### config.mk
export PLATFORM = sky130hd
export DESIGN_NAME = mem_arbiter
export DESIGN_NICKNAME = d
export VERILOG_FILES = /design/src/rtl/mem_arb_pkg.sv /design/src/rtl/arb_priority.sv /design/src/rtl/mem_arbiter.sv
export SDC_FILE = /design/constraint.sdc
export NUM_CORES = 1
export LEC_CHECK = 0
export CAP_MARGIN = 10
export CORE_MARGIN = 5
export CORE_UTILIZATION = 23
export CTS_CLUSTER_DIAMETER = 80
export DETAILED_ROUTE_END_ITERATION = 6
export GPL_ROUTABILITY_DRIVEN = 0
export HOLD_SLACK_MARGIN = 0.08
export PLACE_DENSITY = 0.83
export SETUP_SLACK_MARGIN = 0.15
export SYNTH_ARGS = -nofsm -noshare
export SYNTH_HDL_FRONTEND = slang
export SYNTH_SLANG_ARGS = --single-unit
### constraint.sdc
create_clock -name clk -period 2.1 [get_ports clk]
set_input_delay 0.42 -clock clk [delete_from_list [all_inputs] [get_ports clk]]
set_output_delay 0.42 -clock clk [all_outputs]
set_load 0.1 [all_outputs]
### src/rtl/mem_arb_pkg.sv
// Shared types and default sizing for the CPU/VGA data-RAM arbiter.
package mem_arb_pkg;

  localparam int unsigned ADDR_W_DEF         = 14;
  localparam int unsigned DEPTH_DEF          = 9601;
  localparam int unsigned MAX_VGA_STREAK_DEF = 4;
  localparam int unsigned DATA_W             = 32;

  typedef enum logic {
    IDLE,
    CPU_RD_PEND
  } state_t;

  typedef enum logic [1:0] {
    OWN_NONE,
    OWN_CPU,
    OWN_VGA
  } owner_t;

endpackage

### src/rtl/arb_priority.sv
// Fixed VGA-over-CPU priority with a starvation streak counter that
// forces a CPU grant after MAX_VGA_STREAK consecutive VGA wins.
module arb_priority
  import mem_arb_pkg::*;
#(
  parameter int unsigned MAX_VGA_STREAK = MAX_VGA_STREAK_DEF
) (
  input  logic clk,
  input  logic reset,
  input  logic i_cpu_req,
  input  logic i_vga_req,
  output logic o_grant_cpu,
  output logic o_grant_vga
);

  localparam int unsigned STREAK_W = $clog2(MAX_VGA_STREAK + 1);

  logic [STREAK_W-1:0] r_streak;
  logic                w_starved;

  assign w_starved   = i_cpu_req && (r_streak == STREAK_W'(MAX_VGA_STREAK));
  assign o_grant_vga = !reset && i_vga_req && !w_starved;
  assign o_grant_cpu = !reset && i_cpu_req && !o_grant_vga;

  // Streak only grows while the CPU is actually waiting; saturates at the limit.
  always_ff @(posedge clk) begin
    if (reset || !i_cpu_req || o_grant_cpu) begin
      r_streak <= '0;
    end else if (o_grant_vga && (r_streak != STREAK_W'(MAX_VGA_STREAK))) begin
      r_streak <= r_streak + 1'b1;
    end
  end

endmodule

### src/rtl/mem_arbiter.sv
// Single-port synchronous-read data RAM shared between the CPU data port
// and the VGA scan-out fetcher; stalls the CPU while its access is pending.
module mem_arbiter
  import mem_arb_pkg::*;
#(
  parameter int unsigned ADDR_W         = ADDR_W_DEF,
  parameter int unsigned DEPTH          = DEPTH_DEF,
  parameter int unsigned MAX_VGA_STREAK = MAX_VGA_STREAK_DEF
) (
  input  logic              clk,
  input  logic              reset,
  input  logic              cpu_req,
  input  logic              cpu_we,
  input  logic [ADDR_W-1:0] cpu_addr,
  input  logic [DATA_W-1:0] cpu_wdata,
  output logic [DATA_W-1:0] cpu_rdata,
  output logic              cpu_stall,
  input  logic              vga_req,
  input  logic [ADDR_W-1:0] vga_addr,
  output logic              vga_gnt,
  output logic [DATA_W-1:0] vga_rdata,
  output logic              vga_rvalid,
  output logic              ram_en,
  output logic              ram_we,
  output logic [ADDR_W-1:0] ram_addr,
  output logic [DATA_W-1:0] ram_wdata,
  input  logic [DATA_W-1:0] ram_rdata
);

  state_t r_state;
  logic   r_vga_rvalid;
  logic   r_cpu_oor;
  logic   r_vga_oor;

  logic   w_cpu_elig;
  logic   w_gnt_cpu;
  logic   w_gnt_vga;
  logic   w_cpu_in_range;
  logic   w_vga_in_range;
  logic   w_cpu_wr;
  owner_t w_owner;

  // In CPU_RD_PEND the CPU request is the one completing, so it does not compete.
  assign w_cpu_elig = cpu_req && (r_state == IDLE);

  arb_priority #(
    .MAX_VGA_STREAK(MAX_VGA_STREAK)
  ) u_arb_priority (
    .clk        (clk),
    .reset      (reset),
    .i_cpu_req  (w_cpu_elig),
    .i_vga_req  (vga_req),
    .o_grant_cpu(w_gnt_cpu),
    .o_grant_vga(w_gnt_vga)
  );

  assign w_cpu_in_range = 32'(cpu_addr) < DEPTH;
  assign w_vga_in_range = 32'(vga_addr) < DEPTH;

  assign w_owner  = w_gnt_vga ? OWN_VGA : (w_gnt_cpu ? OWN_CPU : OWN_NONE);
  assign w_cpu_wr = (w_owner == OWN_CPU) && cpu_we;

  assign ram_en    = (w_owner != OWN_NONE);
  assign ram_we    = w_cpu_wr && w_cpu_in_range;
  assign ram_addr  = (w_owner == OWN_VGA) ? vga_addr : cpu_addr;
  assign ram_wdata = cpu_wdata;

  assign vga_gnt    = w_gnt_vga;
  assign vga_rvalid = r_vga_rvalid && !reset;
  assign vga_rdata  = (vga_rvalid && !r_vga_oor) ? ram_rdata : '0;

  assign cpu_stall = reset ? cpu_req
                           : (cpu_req && !w_cpu_wr && (r_state != CPU_RD_PEND));
  assign cpu_rdata = (!reset && (r_state == CPU_RD_PEND) && !r_cpu_oor) ? ram_rdata : '0;

  // Read-return tracking: a CPU read holds the FSM for one data-return cycle.
  always_ff @(posedge clk) begin
    if (reset) begin
      r_state      <= IDLE;
      r_vga_rvalid <= 1'b0;
      r_cpu_oor    <= 1'b0;
      r_vga_oor    <= 1'b0;
    end else begin
      r_vga_rvalid <= w_gnt_vga;
      if (w_gnt_vga) r_vga_oor <= !w_vga_in_range;
      if (w_gnt_cpu) r_cpu_oor <= !w_cpu_in_range;
      case (r_state)
        IDLE:        r_state <= (w_gnt_cpu && !cpu_we) ? CPU_RD_PEND : IDLE;
        CPU_RD_PEND: r_state <= IDLE;
        default:     r_state <= IDLE;
      endcase
    end
  end

endmodule

* Word-level counts from Yosys, hierarchy flattened
Cells that the tools add are included.
** Operators by class
- Add/subtract/negate cells :: 1
- $mul :: 0
- Bitwise gates (word level) :: 1
- $lt $le $gt $ge :: 2
- Shift operators :: 0
- Multiplexer cells :: 8
- Reduce and logical (&&, ||, !) cells :: 29
- Divide/modulo/power cells :: 0
- Equal/unequal tests :: 4
** Operator list (number)
- $mux 32 :: 2
- $lt 14x14->1 const B :: 2
- $logic_and 1x1->1 :: 16
- $mux 14 :: 1
- $logic_not 1->1 :: 10
- $add 3x1->3 const B :: 1
- $eq 3x3->1 const B :: 1
- $mux 1 :: 3
- $ne 3x3->1 const B :: 1
- $eq 2x1->1 const B :: 1
- $eq 2x2->1 const B :: 1
- $logic_or 1x1->1 :: 2
- $mux 2 :: 1
- $pmux 1 s2 :: 1
- $reduce_bool 2->1 :: 1
- $not 1->1 :: 1
** Storage, ports and cells
- Memories :: 0
- Logic and storage cells :: 50
- Input bits :: 97
- Register bits after elaboration :: 7
- Memory bits (read-only) :: 0
- RAM bits :: 0
- Latch bits :: 0
- Output and inout port bits :: 115

* Longest topological paths before layout
Gate-level depths: netlist of run 1.
- Depth in word-level cells :: 15
- Gate-level depth with buffers :: 6
- Gate-level depth less buffers :: 5

* By module
From an unflattened synthesis of run 1, not the netlist that was laid out.
** Unflattened totals
- Cell total of the unflattened synthesis :: 173
- Area total of the unflattened synthesis :: 1342.5 um^2
** Modules (own cells, without submodules)
- mem_arbiter :: area each 1171.1 um^2, sequential area each 80.1 um^2, cells an instance 155, times used 1
- arb_priority :: area each 171.4 um^2, sequential area each 60.1 um^2, cells an instance 18, times used 1

* Least setup slack after synthesis of run 1
No wires, ideal clock.
- Kind :: input to output
- Start point :: input port reset
- End point :: output port ram_en
- Path buffers :: 1
- Arrival time :: 2665 ps
- Required time :: 1680 ps
- Path slack :: -985 ps
- Cell stages on the path :: 2
- Cell sequence :: buf_6 o21ai_0
** Between the ends
- Word-level cells in the longest chain between the ends :: 8
- Elaborated cells between the ends (all ways) :: 9
- Those cells by class :: mux: 2; reduce/logical: 7
** RTL lines
- start: declaration :: line mem_arbiter.sv:11 : input logic reset,
- $logic_not 1->1 * :: line arb_priority.sv:22, arb_priority.sv:23
- $logic_and 1x1->1 (2 in series) :: line arb_priority.sv:22 : assign o_grant_vga = !reset && i_vga_req && !w_starved;
- $logic_not 1->1 :: line arb_priority.sv:23 : assign o_grant_cpu = !reset && i_cpu_req && !o_grant_vga;
- $logic_and 1x1->1 :: line arb_priority.sv:23
- $mux 1 :: line mem_arbiter.sv:60 : assign w_owner = w_gnt_vga ? OWN_VGA : (w_gnt_cpu ? OWN_CPU : OWN_NONE);
- $mux 2 * :: line mem_arbiter.sv:60
- $reduce_bool 2->1 * :: line mem_arbiter.sv:63 : assign ram_en = (w_owner != OWN_NONE);
- end: declaration :: line mem_arbiter.sv:23 : output logic ram_en,
Every way passes the cells marked *; elsewhere a longest branch is shown, timed or not.

* Worst setup path in the final report of run 1
- Start point :: register u_arb_priority.r_streak[1]
- End point :: output port ram_addr[11]
** Between the ends
- Word-level cells in the longest chain between the ends :: 10
** RTL lines
- start: declaration :: line arb_priority.sv:18 : logic [STREAK_W-1:0] r_streak;
- start signal: assignment :: line arb_priority.sv:30 : r_streak <= r_streak + 1'b1;
- $eq 3x3->1 * :: line arb_priority.sv:21 : assign w_starved = i_cpu_req && (r_streak == STREAK_W'(MAX_VGA_STREAK));
- $logic_and 1x1->1 * :: line arb_priority.sv:21
- $logic_not 1->1 * :: line arb_priority.sv:22
- $logic_and 1x1->1 * :: line arb_priority.sv:22
- $logic_not 1->1 :: line arb_priority.sv:23
- $logic_and 1x1->1 :: line arb_priority.sv:23
- $mux 1 :: line mem_arbiter.sv:60
- $mux 2 * :: line mem_arbiter.sv:60
- $eq 2x2->1 * :: line mem_arbiter.sv:65 : assign ram_addr = (w_owner == OWN_VGA) ? vga_addr : cpu_addr;
- $mux 14 * :: line mem_arbiter.sv:65
- end: declaration :: line mem_arbiter.sv:25 : output logic [ADDR_W-1:0] ram_addr,
Marks and branches as above.

==> flow_summary.yaml, run 1 <==
layout:
  fin_util_pct: 77.4
  finalInstanceArea_mm2: 0.00431
  mostFrequentLayoutCell: "buf_12"
  syn2layout_area_growth_pct: 222
  num_antenna_cells: 0
  fillCellCount: 317
  final_cell_mix: "89 x buf_12, 64 x and2_4, 49 x clkdlybuf4s50_1"
  layout-drive-gt1-share_pct: 71.8
  fin_nets: 426
  final_cells: 398
  multi_input_area_mm2: 0.00117
  seqCellArea_um2: 144
placement:
  dpl_cell_area_mm2: 0.00370
  portBuffers: 147
  dp.cells: 366
  hpwl_um: 5810
synth:
  synth_seq_cells: 7
  synth_cell_types: 30
  ys.warnings.count: 0
  synth_cells: 170
  synth.avg_cell_area_um2: 7.88
  ys_seq_area_share_pct: 10.5
  synth_area_mm2: 0.00134
  syn_nets: 269
drt:
  vias: 1876
  finalWirelength_um: 8890
  viasPerCell: 4.71
  remaining_drc_errors: 0
  drt-met1-wl_um: 3130
  dr_wl_met3_um: 721
  drt_iter0_drc: 58
  wl_met2_um: 4940
  drt_pre_antenna_iters: 4
  routedWlPerCell_um: 22.3
  routed.top_layer: "met4"
  postRouteAntennaNets: 0
global_routing:
  overflow: 0
  grt_pass1_wl_um: 12900
  antenna_found_initial: 0
  grt_pass1_vias: 2057
  grt_max_degree: 17
  track_usage_pct: 22.4
flow_run:
  cap_viol_max_count: 0
clock_network:
  cts_buffers: 3
  htreeDepth: 1
  cts_root_buffer: "clkbuf_8"
  hold_buffers: 0
  path_clk_slew_ps: 40
  clock_path_buffers: 2
  clock-sinks: 7
  cts_tree: "built"
  clock_latency_ps: 230
setup_path:
  r2r_slack_ps: 390
  ff2ff_path_depth: 10
  crit_arrival_ps: 1660
  required_ps: 1680
  r2r_start: "u_arb_priority.r_streak[1]"
  critPathKind: "flop to output pin"
  cp-start-kind: "flop"
  worst-path-max-fanout: 8
  critPathCaptureType: "output pin"
  timing.rr.end: "r_state"
sta:
  period_share_pct: 98.9
  finalMaxSlewViolations: 0
  whs_ps: 510
  final-setup-viol-count: 0
  tightest_slew_ps: 241
  period_minus_slack_ps: 2080
  rsz0062_at_grt: "yes"
  max_slew_margin_pct: 83.8
  finalHoldViolCount: 0
  fmax_mhz: 481
  clock_skew_ps: 3.45
min_path:
  hold_start: "u_arb_priority.r_streak[0]"
  whs_endpoint: "u_arb_priority.r_streak[0]"
  hold_path_class: "flop to flop"
  hold_path_depth: 2
floorplan:
  chipHeight_um: 86.3
  rows: 27
  ioPinCount: 212
  start_util_pct: 24.0
  core_area_mm2: 0.00557
  die_area_mm2: 0.00745
  die_w_um: 86.3
power_and_ir_drop:
  p_switching_w: 0.000596
  seqPwrFrac_pct: 11.1
  intPower_w: 0.000697
  power_frac_clock_pct: 14.9
  p_leak_nw: 1.89
  vdd_ir_drop_max_mv: 0.367
  powerDensity_mw_per_mm2: 300
  power.share.combinational_pct: 74.0
  swShare_pct: 46.1
outcome:
  status: "complete, no violations"
[metal layers]
metal	up-vias	track usage [%]
met5	-	0
met3	14	6.08
met2	125	43.5
li1	846	-
met4	0	3.12
met1	891	24.4
[metrics by stage]
stage / TNS (ps) / power [W] / setup slack (ps)
2_1_floorplan: -6390 / 0.000889 / -259
6_report: 0 / 0.00129 / 22.1
3_5_place_dp: -15460 / 0.000996 / -287
3_3_place_gp: -12700 / 0.000983 / -247
5_1_grt: -66.3 / 0.00133 / -16.9
4_1_cts: 0 / 0.00127 / 25.6
[worst max path at each step]
| stage | from | endpoint | slack (ps) | depth (start not counted) |
|---|---|---|---|---|
| 6_report | u_arb_priority.r_streak[1] | ram_addr[11] | 20 | 6 |
| 5_1_grt | u_arb_priority.r_streak[1] | ram_addr[11] | -20 | 6 |
| 4_1_cts | u_arb_priority.r_streak[1] | ram_addr[11] | 30 | 6 |
| 3_5_place_dp | cpu_req | ram_addr[4] | -290 | 5 |
| 3_3_place_gp | cpu_req | ram_addr[4] | -250 | 5 |
| 2_1_floorplan | reset | vga_rdata[12] | -260 | 5 |
[power by group through the flow]
stage / Combinational (W) / Clock [W] / Sequential, W
after floorplan: 0.000746 / 0 / 0.000143
after global placement: 0.000839 / 0 / 0.000144
after detailed placement: 0.000852 / 0 / 0.000144
after CTS: 0.000934 / 0.000195 / 0.000143
after global routing: 0.000980 / 0.000203 / 0.000144
final: 0.000956 / 0.000193 / 0.000143
[cell type report]
type / count / share of cell area [%]
clock buffer: 4 / 1.04
inverter: 5 / 0.522
multi-input combinational: 119 / 27.1
sequential: 7 / 3.34
tap: 72 / 2.09
timing repair buffer: 191 / 65.9
[synthesized netlist by cell type, drive strengths merged]
master	count	share of area (%)
nor4	5	2.3
nor2	2	0.56
a211o	2	1.3
inv	5	1.4
mux2	15	15
a31oi	1	0.47
ha	2	1.9
nor2b	2	1.5
and3	2	0.93
a211oi	2	1.1
nand3b	1	1.5
buf	34	20
dfxtp	7	10
nand2b	1	0.47
nand2	3	0.84
o21a	1	0.56
clkbuf	6	1.9
and2	64	30
a21oi	5	1.9
and4	2	1.3
a311oi	1	0.65
nor3	1	0.75
a21bo	1	0.75
and2b	1	0.56
o21ai	3	1.1
nand4b	1	1.8
[worst max-delay path, stage by stage, from the launching register on]
cell      delay, ps
dfxtp_2         320
inv_2            60
ha_4            160
nand4b_4        150
nand3b_4        210
mux2_4          350
buf_12          170
[sequential cells by signal (all words and copies together), names as in the netlist]
register / count
r_vga_rvalid: 1
r_cpu_oor: 1
r_state: 1
r_vga_oor: 1
u_arb_priority.r_streak: 3
[cells by family after synthesis]
group | after synthesis | synth area share [%]
compound gates | 16 | 7.84
fa+ha+maj | 2 | 1.87
buf+inv | 45 | 22.9
flops | 7 | 10.5
mux | 15 | 14.6
simple gates | 85 | 42.4
[repair_timing]
action / CTS / global route
setup buffers: 20 / 1
pin swaps: 19 / 15
setup endpoints to repair: 82 / 66
resized for setup: 100 / 22
cloned: 6 / 1
No activity file was read; power rests on OpenSTA's default activity.
==> run 2, diff against run 1 <==
CELL_PAD_IN_SITES_DETAIL_PLACEMENT = 0   (was not set)
CELL_PAD_IN_SITES_GLOBAL_PLACEMENT = 1   (was not set)
CORE_UTILIZATION = 13   (was 23)
PLACE_DENSITY = not set   (was 0.83)
PLACE_DENSITY_LB_ADDON = 0.1   (was not set)
==> flow_summary.yaml, run 2 (synthesis results as in run 1) <==
outcome:
  status: "complete, no violations"
sta:
  finalHoldViolCount: 0
  timing.final.ws_setup_ps: 8.20
  period_minus_slack_ps: 2090
  whs_ps: 511
  period_share_pct: 99.6
  finalMaxSlewViolations: 0
  final-setup-viol-count: 0
  rsz0062_at_grt: "yes"
  fmax_mhz: 478
  tightest_slew_ps: 287
  clock_skew_ps: 1.81
  max_slew_margin_pct: 80.7
setup_path:
  crit_buf_inv: 3
  timing.rr.end: "r_vga_oor"
  critPathSlowestCell: "dfxtp_2"
  worst-path-max-fanout: 4
  critPathCaptureType: "output pin"
  path_delay_family: "buffers and inverters"
  r2r_start: "u_arb_priority.r_streak[0]"
  worstSetupPathDepth: 7
  path_cells: "inv_2 -> ha_4 -> nand4b_4 -> nand3b_4 -> clkbuf_16 -> mux2_4 -> buf_12"
  cp-start-kind: "flop"
  critPathKind: "flop to output pin"
  crit_arrival_ps: 1670
  startpoint: "u_arb_priority.r_streak[0]"
  ff2ff_path_depth: 8
  slowest_delay_ps: 310
  r2r_slack_ps: 610
  required_ps: 1680
flow_run:
  cap_viol_max_count: 0
floorplan:
  die_area_mm2: 0.0124
  die_w_um: 112
  ioPinCount: 212
  start_util_pct: 13.2
  core_area_mm2: 0.0102
  rows: 37
  chipHeight_um: 112
min_path:
  hold_path_depth: 2
  whs_endpoint: "u_arb_priority.r_streak[0]"
  hold_path_class: "flop to flop"
  hold_start: "u_arb_priority.r_streak[0]"
clock_network:
  path_clk_slew_ps: 40
  cts_buffers: 3
  cts_root_buffer: "clkbuf_8"
  htreeDepth: 1
  cts_tree: "built"
  clock_latency_ps: 230
  clock-sinks: 7
  hold_buffers: 0
  clock_path_buffers: 2
drt:
  vias: 1718
  finalWirelength_um: 7080
  drt_iter0_drc: 23
  drt_pre_antenna_iters: 3
  postRouteAntennaNets: 0
  routedWlPerCell_um: 15.9
  viasPerCell: 3.85
  remaining_drc_errors: 0
placement:
  hpwl_um: 5780
  portBuffers: 147
  pre_cts_ws_ps: -308
power_and_ir_drop:
  powerDensity_mw_per_mm2: 297
  vdd_ir_drop_max_mv: 0.185
  total_power_w: 0.00122
  p_leak_nw: 1.75
layout:
  final_cell_mix: "87 x buf_12, 49 x clkdlybuf4s50_1, 45 x and2_2"
  fillCellCount: 1002
  syn2layout_area_growth_pct: 207
  mostFrequentLayoutCell: "buf_12"
  largest-register: "u_arb_priority.r_streak"
  layout-drive-gt1-share_pct: 69.4
  fin_nets: 410
  largest_register_ff_count: 3
  num_antenna_cells: 0
global_routing:
  overflow: 0
  grt_pass1_vias: 1820
  grt_pass1_wl_um: 10600
  antenna_found_initial: 0
  grt_max_degree: 33
  track_usage_pct: 10.5
run 2: layout make-up:
cell class / instances / area (µm²) / area share (%)
Multi-Input combinational cell: 118 / 1080 / 26.2
Inverter: 5 / 22.5 / 0.548
Timing Repair Buffer: 176 / 2650 / 64.4
Clock buffer: 4 / 45.0 / 1.10
Tap cell: 136 / 170 / 4.14
Sequential cell: 7 / 146 / 3.56
run 2: per-stage QoR:
| step | std cells | util, % | TNS [ps] | instance area [µm²] |
|---|---|---|---|---|
| after CTS | 442 | 39.1 | -9.43 | 3980 |
| after detailed placement | 433 | 37.5 | -19400 | 3820 |
| final | 446 | 40.3 | 0 | 4110 |
| after floorplan | 170 | - | -6390 | 1460 |
| after global placement | 433 | 37.5 | -18550 | 3820 |
| after global routing | 446 | 40.3 | -509 | 4110 |
run 2: metal layers:
metal | share of wire (%) | track usage (%) | vias up
met5 | 0 | 0 | -
met4 | 1.4 | 2.92 | 0
met3 | 9.0 | 4.02 | 16
met2 | 51 | 19.1 | 119
met1 | 39 | 11.3 | 766
li1 | - | - | 817
run 2: tightest hold or removal path, cell delays in order, from the launching register on:
cell and delay (ps):
dfxtp_2 320, buf_4 110, nor4_1 40
run 2: worst max path at each step:
| stage | endpoint | slack (ps) |
|---|---|---|
| 4_1_cts | ram_addr[5] | -5 |
| 2_1_floorplan | vga_rdata[12] | -260 |
| 6_report | ram_addr[5] | 8 |
| 3_5_place_dp | cpu_rdata[3] | -310 |
| 3_3_place_gp | ram_addr[9] | -280 |
| 5_1_grt | ram_addr[3] | -50 |
run 2: where the power goes:
part / switching, W / total [W] / internal, W
logic: 0.000496 / 0.000884 / 0.000388
registers: 0.00000363 / 0.000142 / 0.000138
clock network: 0.0000644 / 0.000196 / 0.000132
total: 0.000564 / 0.00122 / 0.000658
run 2: timing repair:
action                                  4_1_cts  5_1_grt
pin swaps                                    10        5
gates resized for setup                      42       19
endpoints found under the setup margin       82       50
gates cloned                                  1        3
buffers inserted                              4        1
